`src/rtl/rl_track_environment_if.sv`:
```
// rl_track_environment_if: action handshake between the SNN network and the track environment
//   act_vec   : 00 hold, 01 left, 10 right, 11 hold
//   act_valid : network presents an action
//   act_ready : environment accepts an action this cycle
interface rl_track_environment_if;
  logic [1:0] act_vec;
  logic       act_valid;
  logic       act_ready;
  modport master (output act_vec, act_valid, input act_ready);
  modport slave  (input act_vec, act_valid, output act_ready);
endinterface

```
`src/rtl/rl_track_environment.sv`:
```
// rl_track_environment: 1-D track environment closing the loop around the hippocampal SNN
//   clk, reset_n (sync, active-low), run (0 parks in IDLE)
//   act          : action handshake (rl_track_environment_if.slave)
//   place_spike  : one-hot place-cell spike for the current cell, every SPIKE_PERIOD cycles
//   pos          : current cell
//   reward       : goal pulse; punish : wall-bump or timeout pulse
//   episode_done : episode end pulse; episode_cnt : completed episodes (wraps)
//   Define STEP_LIMIT_EN to end episodes as a timeout after MAX_STEPS steps.
module rl_track_environment #(
  parameter int TRACK_LEN    = 8,
  parameter int POS_W        = 3,
  parameter int START_POS    = 0,
  parameter int GOAL_POS     = 7,
  parameter int SPIKE_PERIOD = 4,
  parameter int MAX_STEPS    = 32,
  parameter int EP_W         = 8
) (
  input  logic                 clk,
  input  logic                 reset_n,
  input  logic                 run,
  rl_track_environment_if.slave act,
  output logic [TRACK_LEN-1:0] place_spike,
  output logic [POS_W-1:0]     pos,
  output logic                 reward,
  output logic                 punish,
  output logic                 episode_done,
  output logic [EP_W-1:0]      episode_cnt
);
  localparam int SW = $clog2(SPIKE_PERIOD);
  localparam logic [SW-1:0]    SPK_LAST = SW'(SPIKE_PERIOD - 1);
  localparam logic [POS_W-1:0] START = POS_W'(START_POS);
  localparam logic [POS_W-1:0] GOAL  = POS_W'(GOAL_POS);
  localparam logic [POS_W-1:0] LAST  = POS_W'(TRACK_LEN - 1);
  typedef enum logic [1:0] {IDLE, PRESENT, UPDATE, REWARD} state_t;
  state_t state, state_nxt;
  logic [SW-1:0]    spk_cnt;
  logic [1:0]       act_r;
  logic [POS_W-1:0] pos_mv;
  logic             bump, goal, tout, punish_r, tout_r;
`ifdef STEP_LIMIT_EN
  localparam int STW = $clog2(MAX_STEPS + 1);
  localparam logic [STW-1:0] STEP_MAX = STW'(MAX_STEPS);
  logic [STW-1:0] step_cnt;
`endif
  assign act.act_ready = (state == PRESENT) && run;
  assign place_spike   = (state == PRESENT && spk_cnt == '0) ? {{(TRACK_LEN-1){1'b0}}, 1'b1} << pos : '0;
  assign reward        = state == REWARD;
  assign punish        = punish_r;
  assign episode_done  = (state == REWARD) || tout_r;
  always_comb begin
    bump   = (act_r == 2'b01 && pos == '0) || (act_r == 2'b10 && pos == LAST);
    pos_mv = bump ? pos : act_r == 2'b01 ? pos - 1'b1 : act_r == 2'b10 ? pos + 1'b1 : pos;
    goal   = pos_mv == GOAL;
`ifdef STEP_LIMIT_EN
    tout   = !goal && (step_cnt + 1'b1 == STEP_MAX);
`else
    tout   = 1'b0;
`endif
    state_nxt = state;
    case (state)
      IDLE:    state_nxt = run ? PRESENT : IDLE;
      PRESENT: state_nxt = !run ? IDLE : act.act_valid ? UPDATE : PRESENT;
      UPDATE:  state_nxt = goal ? REWARD : (tout && !run) ? IDLE : PRESENT;
      REWARD:  state_nxt = run ? PRESENT : IDLE;
      default: state_nxt = IDLE;
    endcase
  end
  always_ff @(posedge clk) begin
    if (!reset_n) begin
      state       <= IDLE;
      pos         <= START;
      spk_cnt     <= '0;
      act_r       <= 2'b00;
      punish_r    <= 1'b0;
      tout_r      <= 1'b0;
      episode_cnt <= '0;
`ifdef STEP_LIMIT_EN
      step_cnt    <= '0;
`endif
    end else begin
      state    <= state_nxt;
      spk_cnt  <= (state == PRESENT && state_nxt == PRESENT) ? (spk_cnt == SPK_LAST ? '0 : spk_cnt + 1'b1) : '0;
      punish_r <= (state == UPDATE) && (bump || tout);
      tout_r   <= (state == UPDATE) && tout;
      if (act.act_valid && act.act_ready) act_r <= act.act_vec;
      if (state == UPDATE) pos <= tout ? START : pos_mv;
      if (state == REWARD) pos <= START;
      if (state == REWARD || (state == UPDATE && tout)) episode_cnt <= episode_cnt + 1'b1;
`ifdef STEP_LIMIT_EN
      if (state == UPDATE) step_cnt <= tout ? '0 : step_cnt + 1'b1;
      if (state == REWARD) step_cnt <= '0;
`endif
    end
  end
endmodule

```
`src/flat_wrapper.sv`:
```
// flat-port wrapper written by rule: the top's interface ports become plain ports
module rl_track_environment_flat 
#(
  parameter int TRACK_LEN    = 8,
  parameter int POS_W        = 3,
  parameter int START_POS    = 0,
  parameter int GOAL_POS     = 7,
  parameter int SPIKE_PERIOD = 4,
  parameter int MAX_STEPS    = 32,
  parameter int EP_W         = 8
)
  (clk, reset_n, run, place_spike, pos, reward, punish, episode_done, episode_cnt, act_act_vec, act_act_valid, act_act_ready);
  rl_track_environment_if act_i ();
  input  logic clk;
  input  logic reset_n;
  input  logic run;
  output logic [TRACK_LEN-1:0] place_spike;
  output logic [POS_W-1:0] pos;
  output logic reward;
  output logic punish;
  output logic episode_done;
  output logic [EP_W-1:0] episode_cnt;
  input wire logic [$bits(act_i.act_vec)-1:0] act_act_vec;
  input wire logic [$bits(act_i.act_valid)-1:0] act_act_valid;
  output wire logic [$bits(act_i.act_ready)-1:0] act_act_ready;
  assign act_i.act_vec = act_act_vec;
  assign act_i.act_valid = act_act_valid;
  assign act_act_ready = act_i.act_ready;
  rl_track_environment #(.TRACK_LEN(TRACK_LEN), .POS_W(POS_W), .START_POS(START_POS), .GOAL_POS(GOAL_POS), .SPIKE_PERIOD(SPIKE_PERIOD), .MAX_STEPS(MAX_STEPS), .EP_W(EP_W)) u_core (.clk(clk), .reset_n(reset_n), .run(run), .act(act_i), .place_spike(place_spike), .pos(pos), .reward(reward), .punish(punish), .episode_done(episode_done), .episode_cnt(episode_cnt));
endmodule
```
`config.mk`:
```
export PLATFORM = sky130hd
export DESIGN_NAME = rl_track_environment_flat
export DESIGN_NICKNAME = d
export VERILOG_FILES = /design/src/rtl/rl_track_environment_if.sv /design/src/rtl/rl_track_environment.sv /design/src/flat_wrapper.sv
export SDC_FILE = /design/constraint.sdc
export NUM_CORES = 1
export LEC_CHECK = 0
export BUFFER_PORTS_ARGS = -buffer_cell sky130_fd_sc_hd__buf_2
export CORE_UTILIZATION = 40
export CTS_CLUSTER_SIZE = 12
export DETAILED_ROUTE_END_ITERATION = 8
export PLACE_DENSITY = 0.59
export SLEW_MARGIN = 30
export SYNTH_ARGS = -nofsm -noshare
export SYNTH_HDL_FRONTEND = slang
export SYNTH_SLANG_ARGS = --single-unit
```
`constraint.sdc`:
```
create_clock -name clk -period 4.41 [get_ports clk]
set_input_delay 1.1025 -clock clk [delete_from_list [all_inputs] [get_ports clk]]
set_output_delay 1.1025 -clock clk [all_outputs]
set_load 0.02 [all_outputs]
```
# After elaboration in Yosys (flattened, before gate mapping)
# Cells that the tools add are included.
[word_totals]
regBits = 18
in_bits = 6
out_inout_bits = 23
word_cells = 45
[op_classes]
addsub = 4
eq_ne = 9
shift = 1
n_mux = 9
n_bitwise = 2
n_reduce_logical = 14
[ops]
columns = ["op", "n"]
rows = [
  ["3-bit two-way mux", 3],
  ["8-bit by 1-bit adder with 8-bit output, second input constant", 1],
  ["2-bit equality test, second input constant", 4],
  ["8-bit two-way mux", 1],
  ["1-bit by 3-bit left shift with 8-bit output, first input constant", 1],
  ["1-bit logical AND", 7],
  ["2-bit by 1-bit equality test with 1-bit output, second input constant", 3],
  ["3-bit equality test, second input constant", 2],
  ["2-bit two-way mux", 3],
  ["2-bit case mux with 3 select lines", 1],
  ["2-bit logical NOT", 2],
  ["2-bit OR reduction", 2],
  ["3-bit by 1-bit adder with 3-bit output, second input constant", 1],
  ["3-bit logical NOT", 1],
  ["3-bit OR reduction", 1],
  ["3-bit by 1-bit subtractor with 3-bit output, second input constant", 1],
  ["2-bit by 1-bit adder with 2-bit output, second input constant", 1],
  ["1-bit inverter", 2],
  ["1-bit logical OR", 1],
  ["1-bit two-way mux", 1],
]

# Logic depth before layout (Yosys ltp)
# Gate-level depths: netlist of the first run.
[logic_depth]
word_depth = 11
depth_mapped = 7
ltp_nobuf = 7

# Least setup slack after synthesis of the first run
# No wires, ideal clock.
[synth_path]
path_kind = "in2out"
from = "in run"
to = "out act_act_ready"
arrival_ps = 1318
slack_ps = 1989
stages = 1
path_cell_list = "and2_1"
[synth_between]
elab_chain_len = 1
[synth_lines]
columns = ["element", "line", "rtl"]
rows = [
  ["start: declaration", "flat_wrapper.sv:16", "input logic run;"],
  ["1-bit logical AND", "rl_track_environment.sv:45", "assign act.act_ready = (state == PRESENT) && run;"],
  ["end: declaration", "flat_wrapper.sv:25", "output wire logic [$bits(act_i.act_ready)-1:0] act_act_ready;"],
]
# Every way passes these cells.

# Worst setup path in the final report of the first run
# Same ends and word-level chain as after synthesis.

==> results of run 1 <==
synthesized netlist by cell type (2+ instances only):
master / n
o21ai_1: 2
o21ai_0: 2
nor2_1: 15
nand3b_1: 2
nand3_1: 3
inv_1: 8
nand2_1: 12
nor2b_1: 6
clkbuf_1: 2
dfxtp_1: 18
a21boi_0: 2
nand2b_1: 2
and3_1: 4
nand4_1: 3
mux2i_1: 4
and2_1: 6
buf_4: 3
xnor2_1: 7
ha_1: 13
or3_1: 2
where the power goes:
group / internal (W) / leakage [nW] / switching, W
clock network: 0.0000502 / 0.0210 / 0.0000492
logic: 0.0000113 / 0.452 / 0.0000146
registers: 0.000164 / 0.145 / 0.00000266
final timing paths:
kind,start,endpoint,slack [ns],cells after the start
min,u_core.spk_cnt[0],u_core.spk_cnt[0],0.47,1
max,run,act_act_ready,1.80,3
max reg2reg,u_core.pos[0],u_core.state[1],2.22,7
min reg2reg,u_core.spk_cnt[0],u_core.spk_cnt[0],0.47,1
metrics by stage:
stage	std cells	worst slack, ns
2_1_floorplan	134	1.99
3_3_place_gp	188	1.80
3_5_place_dp	188	1.80
4_1_cts	192	1.77
5_1_grt	192	1.69
6_report	192	1.80
routing by layer:
metal,vias to the layer above,part of all wire (%),global-route usage [%]
met2,31,48,28.6
met1,447,47,19.3
li1,508,-,-
met4,0,0.65,6.27
met5,-,0,0
met3,2,4.7,2.53
cell families (layout without fill, tap and decap cells):
group | after synthesis | count (layout) | share of synthesized area [%]
xor+xnor | 8 | 8 | 5.93
flops | 18 | 18 | 30.5
mux | 4 | 4 | 3.39
fa+ha+maj | 13 | 13 | 13.8
buf+inv | 13 | 40 | 5.08
compound gates | 17 | 17 | 12.1
simple gates | 61 | 61 | 29.2
sequential cells by signal (all words and copies together), names as in the netlist:
name,count
u_core.act_r,2
u_core.episode_cnt,8
u_core.punish,1
u_core.state,2
u_core.spk_cnt,2
u_core.pos,3
layout make-up:
type	count	area share [%]
clock buffers	4	2.66
inverters	8	2.20
multi-input cells	103	55.7
flip-flops and latches	18	26.4
well taps	31	2.84
repair buffers	28	10.3
==> results.md, run 1 <==
* CP endpoint kind: primary output
* CTS root buf: clkbuf_4
* Tcrit/Tclk final at between 50% and 60%
* CTS Buf Count at 3
* Mean Syn Cell Area at roughly 8.8 um2
* Pwr dens at around 210 nW/um2
* Wire per inst at between 10 and 15 um
* CP cell instances: buf_2, and2_1, buf_2
* DRT Pass-1 Iters at 4
* Rows at 19
* Die height at between 50 and 60 um
* Total Neg Setup Slack at 0 ns
* All-Layer GR Usage at ~16%
* Largest net degree at the start of global routing at 15
* DRT iter0 DRCs at between 40 and 50
* Placed inst area at about 1300 um2
* H-tree depth reported by CTS at 1
* Post-synthesis cell count at about 130
* Critical Path RT at about 3.3 ns
* Path type of the worst setup path: in -> out
* Worst-path maximum fanout at 4
* Total wire length at roughly 2300 um
* Die width at 56.3 um
* Initial core utilization at a little over two fifths
* Vias in the first global route at roughly 950
* Share of the synthesized area in the top cell type at 30.5%
* Syn Nets at ~150
* Input/output buffers at 28
* Clock sinks at 18
* Detailed-route via count at around 990
* CP max stage delay at around 0.15 ns
* Final ANT Viol Nets at 0
* Worst-Margin Slew at around 0.43 ns
* Setup-failing EPs final at 0
* Most common cell after layout, fill and taps aside: buf_2
* Synth cell types at 38
* Die area at between 3000 and 4000 um2
* Final GP Congestion at 0.833
* Util after Layout at around half
* Slowest CP cell: buf_2
* Synth Register Bits at 18
* Dpl hpwl at 1780 um
* Top cells by area, synth: dfxtp_1 31%, ha_1 14%, xnor2_1 5.2%
* Final Instance Area at ~1400 um2
* P&R area growth vs syn at 15.7%
* Max-Slew Margin vs Limit at between 70 and 80%
* Multi-input gate area at 761 um2
* Hold WS at 0.470 ns
* Post-CTS sizing at 0
* Synth area leader: dfxtp_1
* Clock-pin transition on the worst setup and hold timing paths at about 0.10 ns
* Final hold vios at 0
* Crit-path leading delay family: buffers and inverters
* Worst path bufs/invs at 2
* Run status: complete, no violations
* Shortest period the worst path allows at 2.61 ns
* FF/Latch Area at approximately 360 um2
* Detailed-route DRC error count at 0
* CTS Hold Bufs at 0
* Initial antenna violation count at 0
* Clk buf depth at 2
* Grt ovf at 0
* Share of cells above drive strength 1 at roughly a quarter
* Sequential area share after synthesis at between 30% and 40%
* Final Max Slew Viols at 0
* Ys Warns at 0
* RSZ-0062 raised after global routing: false
* Ys async rst share at 0%
* Max IR drop VDD at roughly 160 uV
* Antenna diode count at 0
* Final total power at between 0.0002 and 0.0003 W
* Core Area at between 2000 and 3000 um2
* CP arrival at roughly 1.5 ns
* # nets final at approximately 180
* TritonCTS clock tree: done
* Commonest cells after routing, fill and taps aside: 28 x buf_2, 18 x dfxtp_1, 15 x nor2_1
* Worst setup SP type: input port
* MaxCap Viol Count at 0
* Post CTS Setup Buffer Count at 0
* Worst hold path type: reg -> reg
* CP most frequent cell: buf_2
* Highest clock rate at about 380 MHz
* First-pass GRT wire length at 4040 um
* Fill cell count at around 270
* EDFF count, synth at 0
* DR vias/cell at 5.15
* Final Skew at about 0.0032 ns
* Main synth FF type: dfxtp_1
* Leak at slightly above 0.6 nW
* Synthesized area at 1180 um2
* Clock Latency Late Sink at between 0.2 and 0.3 ns
* I/O Pins at 29
No activity file was read; power rests on OpenSTA's default activity.
==> run 2, diff against run 1 <==
==> constraint.sdc (replaced) <==
create_clock -name clk -period 2.5 [get_ports clk]
set_input_delay 0.625 -clock clk [delete_from_list [all_inputs] [get_ports clk]]
set_output_delay 0.625 -clock clk [all_outputs]
set_load 0.02 [all_outputs]
==> run 2 against run 1 <==
  * Global-route usage up 0.35 points
  * Die area is the same
  * Clock power rose by 80%
  * Clock-buffer cell count stayed put
  * Largest power group unchanged
  * Worst setup slack got worse by 1.4 ns
  * Wire length grew 1.3%
==> results.md, run 2 (synthesis gave the netlist of run 1 again) <==
* CTS Hold Bufs at 0
* Sw Share at 23.2%
* Clock sinks at 18
* Total wire length at around 2300 um
* Vias in the first global route at between 900 and 1000
* H-tree depth reported by CTS at 1
* Die width at between 50 and 60 um
* Largest register FFs at 8
* Run status: complete, no violations
* Commonest cells after routing, fill and taps aside: 28 x buf_2, 18 x dfxtp_1, 15 x nor2_1
* CTS root buf: clkbuf_4
* P&R area growth vs syn at 15.7%
* Final Max Slew Viols at 0
* First-pass GRT wire length at between 4000 and 5000 um
* Clock Latency Late Sink at 0.29 ns
* Clk buf depth at 2
* Largest register by flop count: u_core.episode_cnt
* Share of cells above drive strength 1 at between 20% and 30%
* Top flop regs: u_core.episode_cnt x8, u_core.pos x3
* Core Area at around 2800 um2
* Highest clock rate at 469 MHz
* Clock-pin transition on the worst setup and hold timing paths at about 0.11 ns
* I/O Pins at 29
* Max IR drop VDD at around 290 uV
* Dpl hpwl at 1820 um
* TritonCTS clock tree: done
* Critical Path RT at 2.74 ns
* Tcrit/Tclk final at between 80% and 90%
* Antenna diode count at 0
* Logic gate share of total power at 8.8%
* Util after Layout at between 40% and 50%
* Initial antenna violation count at 0
* Final GP Congestion at around 0.8
* Setup-failing EPs final at 0
* Initial core utilization at ~42%
* Largest net degree at the start of global routing at 15
* RSZ-0062 raised after global routing: false
* CTS Buf Count at 3
* Final Skew at 0.00749 ns
* Rows at 19
* NetSw at 0.000120 W
* Max-Slew Margin vs Limit at 70.2%
* Final ANT Viol Nets at 0
* Grt ovf at 0
* DRT iter0 DRCs at 26
* CP endpoint kind: flip-flop
* CP arrival at 2.37 ns
* Input/output buffers at 28
* DRT Pass-1 Iters at 4
* Worst setup SP type: flip-flop
* Detailed-route DRC error count at 0
* Leak at roughly 0.6 nW
* Clock share of power at between 30% and 40%
* MaxCap Viol Count at 0
* Final hold vios at 0
* Die area at between 3000 and 4000 um2
* Seq pwr share at a little under three fifths
* Pwr dens at approximately 380 nW/um2
* Post-CTS sizing at 0
* # nets final at around 180
* Wire per inst at about 12 um
* Worst-Margin Slew at around 0.45 ns
* Detailed-route via count at 1018
* Worst hold path type: reg -> reg
* Most common cell after layout, fill and taps aside: buf_2
* All-Layer GR Usage at approximately 16%
* Total Neg Setup Slack at 0 ns
* Die height at between 50 and 60 um
* Worst-path maximum fanout at 7
* Pint at 0.000398 W
* Path type of the worst setup path: reg -> reg
* Shortest period the worst path allows at 2.13 ns
* DR vias/cell at 5.30
* Post CTS Setup Buffer Count at 0
run 2: cell counts in the layout (fill, tap and decap cells not counted):
No cell type changed its count.
run 2: routing by layer:
metal	up-vias	global-route usage [%]	wire (um)
met2	25	25.3	1060
met3	6	2.30	89
met4	0	10.5	70
met1	479	21.5	1120
li1	508	-	-
met5	-	0	0
run 2: critical path, cell delays in order, from the launching register on:
cell,delay [ns]
dfxtp_1,0.46
inv_1,0.17
ha_1,0.35
inv_1,0.07
a2111oi_0,0.37
o21ai_1,0.14
a311oi_2,0.35
o21a_1,0.17
run 2: final timing paths:
path	end	depth (start not counted)	slack, ns	startpoint
worst min register to register	u_core.spk_cnt[0]	1	0.48	u_core.spk_cnt[0]
worst min-delay path	u_core.spk_cnt[0]	1	0.48	u_core.spk_cnt[0]
worst max register to register	u_core.state[1]	7	0.37	u_core.pos[0]
worst max-delay path	u_core.state[1]	7	0.37	u_core.pos[0]
run 2: power groups by stage:
stage	Combinational, W	Sequential [W]	Clock (W)
after floorplan	0.0000339	0.000299	0
after global placement	0.0000452	0.000301	0
after detailed placement	0.0000459	0.000301	0
final	0.0000456	0.000294	0.000179
after global routing	0.0000515	0.000295	0.000205
after CTS	0.0000459	0.000294	0.000186
run 2: cell type report:
| class | instances | area (um2) |
|---|---|---|
| inverter | 8 | 30.0 |
| multi-input combinational | 103 | 761 |
| sequential | 18 | 360 |
| timing repair buffer | 28 | 140 |
| tap | 31 | 38.8 |
| fill | 281 | 1420 |
| clock buffer | 4 | 36.3 |
run 2: per-stage QoR:
step / hold slack (ns) / worst slack [ns] / instance area [um2] / power (W) / cells
after floorplan: 0.428 / 0.448 / 1180 / 0.000333 / 134
after global placement: 0.442 / 0.491 / 1330 / 0.000346 / 188
after detailed placement: 0.458 / 0.409 / 1330 / 0.000347 / 188
after CTS: 0.475 / 0.380 / 1370 / 0.000526 / 192
after global routing: 0.517 / 0.112 / 1370 / 0.000552 / 192
final: 0.476 / 0.367 / 1370 / 0.000519 / 192
==> run 3, diff against run 2 <==
--- a/config.mk
+++ b/config.mk
@@ -9,6 +9,7 @@
 export CORE_UTILIZATION = 40
 export CTS_CLUSTER_SIZE = 12
 export DETAILED_ROUTE_END_ITERATION = 8
+export MAX_ROUTING_LAYER = met4
 export PLACE_DENSITY = 0.59
 export SLEW_MARGIN = 30
 export SYNTH_ARGS = -nofsm -noshare
==> run 3 against run 2 <==
  * First-iteration DRC count unchanged
  * Clock-buffer cell count unchanged
  * Sequential share of layout area unchanged
  * Combinational power about the same
  * Cell count unchanged
  * Clock skew up 0.00053 ns
  * Fmax about the same
  * Wire length about the same
  * Register-to-register slack about the same
==> results.md, run 3 (synthesis gave the netlist of run 1 again) <==
* Run status: complete, no violations
* DRT Pass-1 Iters at 4
* CTS Buf Count at 3
* Share of cells above drive strength 1 at around a quarter
* Clock-pin transition on the worst setup and hold timing paths at about 0.11 ns
* Critical Path RT at between 2 and 3 ns
* Crit path from: u_core.pos[0]
* Detailed-route DRC error count at 0
* Worst reg2reg path startpoint: u_core.pos[0]
* Finished Layout Cells at 192
* Die area at between 3000 and 4000 um2
* CTS root buf: clkbuf_4
* Wire per inst at ~12 um
* Leak at just over 0.6 nW
* Util after Layout at 49.1%
* Worst-path maximum fanout at 7
* Clock Latency Late Sink at 0.29 ns
* Dpl ws at 0.409 ns
* Final ANT Viol Nets at 0
* Initial core utilization at about 42%
* DR vias/cell at around 5.3
* Placed inst area at around 1300 um2
* MaxCap Viol Count at 0
* I/O Pins at 29
* CP arrival at between 2 and 2.5 ns
* Highest clock rate at about 470 MHz
* Final Instance Area at ~1400 um2
* Final hold vios at 0
* Setup-failing EPs final at 0
* Grt ovf at 0
* All-Layer GR Usage at 17.0%
* Largest net degree at the start of global routing at 15
* Largest register FFs at 8
* First-pass GRT wire length at just over 4000 um
* Clock sinks at 18
* Most common cell after layout, fill and taps aside: buf_2
* Max-Slew Margin vs Limit at approximately 70%
* DRT iter0 DRCs at 26
* Total wire length at 2340 um
* Fill cell count at 281
* Dpl hpwl at ~1800 um
* Final Skew at 0.00802 ns
* CP endpoint kind: flip-flop
* Final Max Slew Viols at 0
* Initial antenna violation count at 0
* Max IR drop VDD at between 200 and 300 uV
* Die height at ~56 um
* Critical hold path startpoint: u_core.spk_cnt[0]
* Antenna diode count at 0
* Rows at 19
* TritonCTS clock tree: done
* Final GP Congestion at 0.800
* Clk buf depth at 2
* Worst-Margin Slew at 0.446 ns
* Final worst setup slack at roughly 0.37 ns
* P&R area growth vs syn at 15.7%
* Detailed-route via count at about 1000
* Inst Count DP at ~190
* Worst setup SP type: flip-flop
* Vias in the first global route at between 900 and 1000
* Total Neg Setup Slack at 0 ns
* Die width at 56.3 um
* Input/output buffers at 28
* Post-CTS sizing at 0
* RSZ-0062 raised after global routing: false
* Core Area at approximately 2800 um2
* Post CTS Setup Buffer Count at 0
* H-tree depth reported by CTS at 1
* Worst hold path type: reg -> reg
* CTS Hold Bufs at 0
* Shortest period the worst path allows at roughly 2.1 ns
* Tcrit/Tclk final at a little under nine tenths
* # nets final at about 180
* Commonest cells after routing, fill and taps aside: 28 x buf_2, 18 x dfxtp_1, 15 x nor2_1
* Largest register by flop count: u_core.episode_cnt
* Path type of the worst setup path: reg -> reg
* Top flop regs: u_core.episode_cnt x8, u_core.pos x3
* Pwr dens at around 380 nW/um2
==> run 3: final cells by class <==
| type | instances | area, um2 | share of cell area [%] |
|---|---|---|---|
| Timing Repair Buffer | 28 | 140 | 10.3 |
| Multi-Input combinational cell | 103 | 761 | 55.7 |
| Tap cell | 31 | 38.8 | 2.84 |
| Inverter | 8 | 30.0 | 2.20 |
| Sequential cell | 18 | 360 | 26.4 |
| Clock buffer | 4 | 36.3 | 2.66 |
==> run 3: power breakdown <==
group / switching (W) / internal, W / total [W]
logic: 0.0000257 / 0.0000199 / 0.0000456
clock network: 0.0000916 / 0.0000887 / 0.000180
registers: 0.00000475 / 0.000290 / 0.000294
==> run 3: path summary, 6_finish.rpt <==
check	end	cells past startpoint	slack [ns]
setup / recovery	u_core.state[1]	7	0.37
hold reg to reg	u_core.spk_cnt[0]	1	0.48
hold / removal	u_core.spk_cnt[0]	1	0.48
setup reg to reg	u_core.state[1]	7	0.37
==> run 3: metrics by stage <==
stage          total power (W)  hold slack, ns
2_1_floorplan         0.000333           0.428
5_1_grt               0.000554           0.517
4_1_cts               0.000526           0.475
6_report              0.000520           0.477
3_3_place_gp          0.000346           0.442
3_5_place_dp          0.000347           0.458
==> run 3: layer usage <==
metal  GRT usage (%)  wire (um)
met4            10.5         69
met2            25.3       1070
met1            21.4       1110
met3            3.00         89
met5               -          0
==> run 3: worst max-delay path, cell delays in order (launching register included) <==
cell and delay (ns):
dfxtp_1 0.46, inv_1 0.17, ha_1 0.35, inv_1 0.07, a2111oi_0 0.37, o21ai_1 0.14
a311oi_2 0.35, o21a_1 0.17
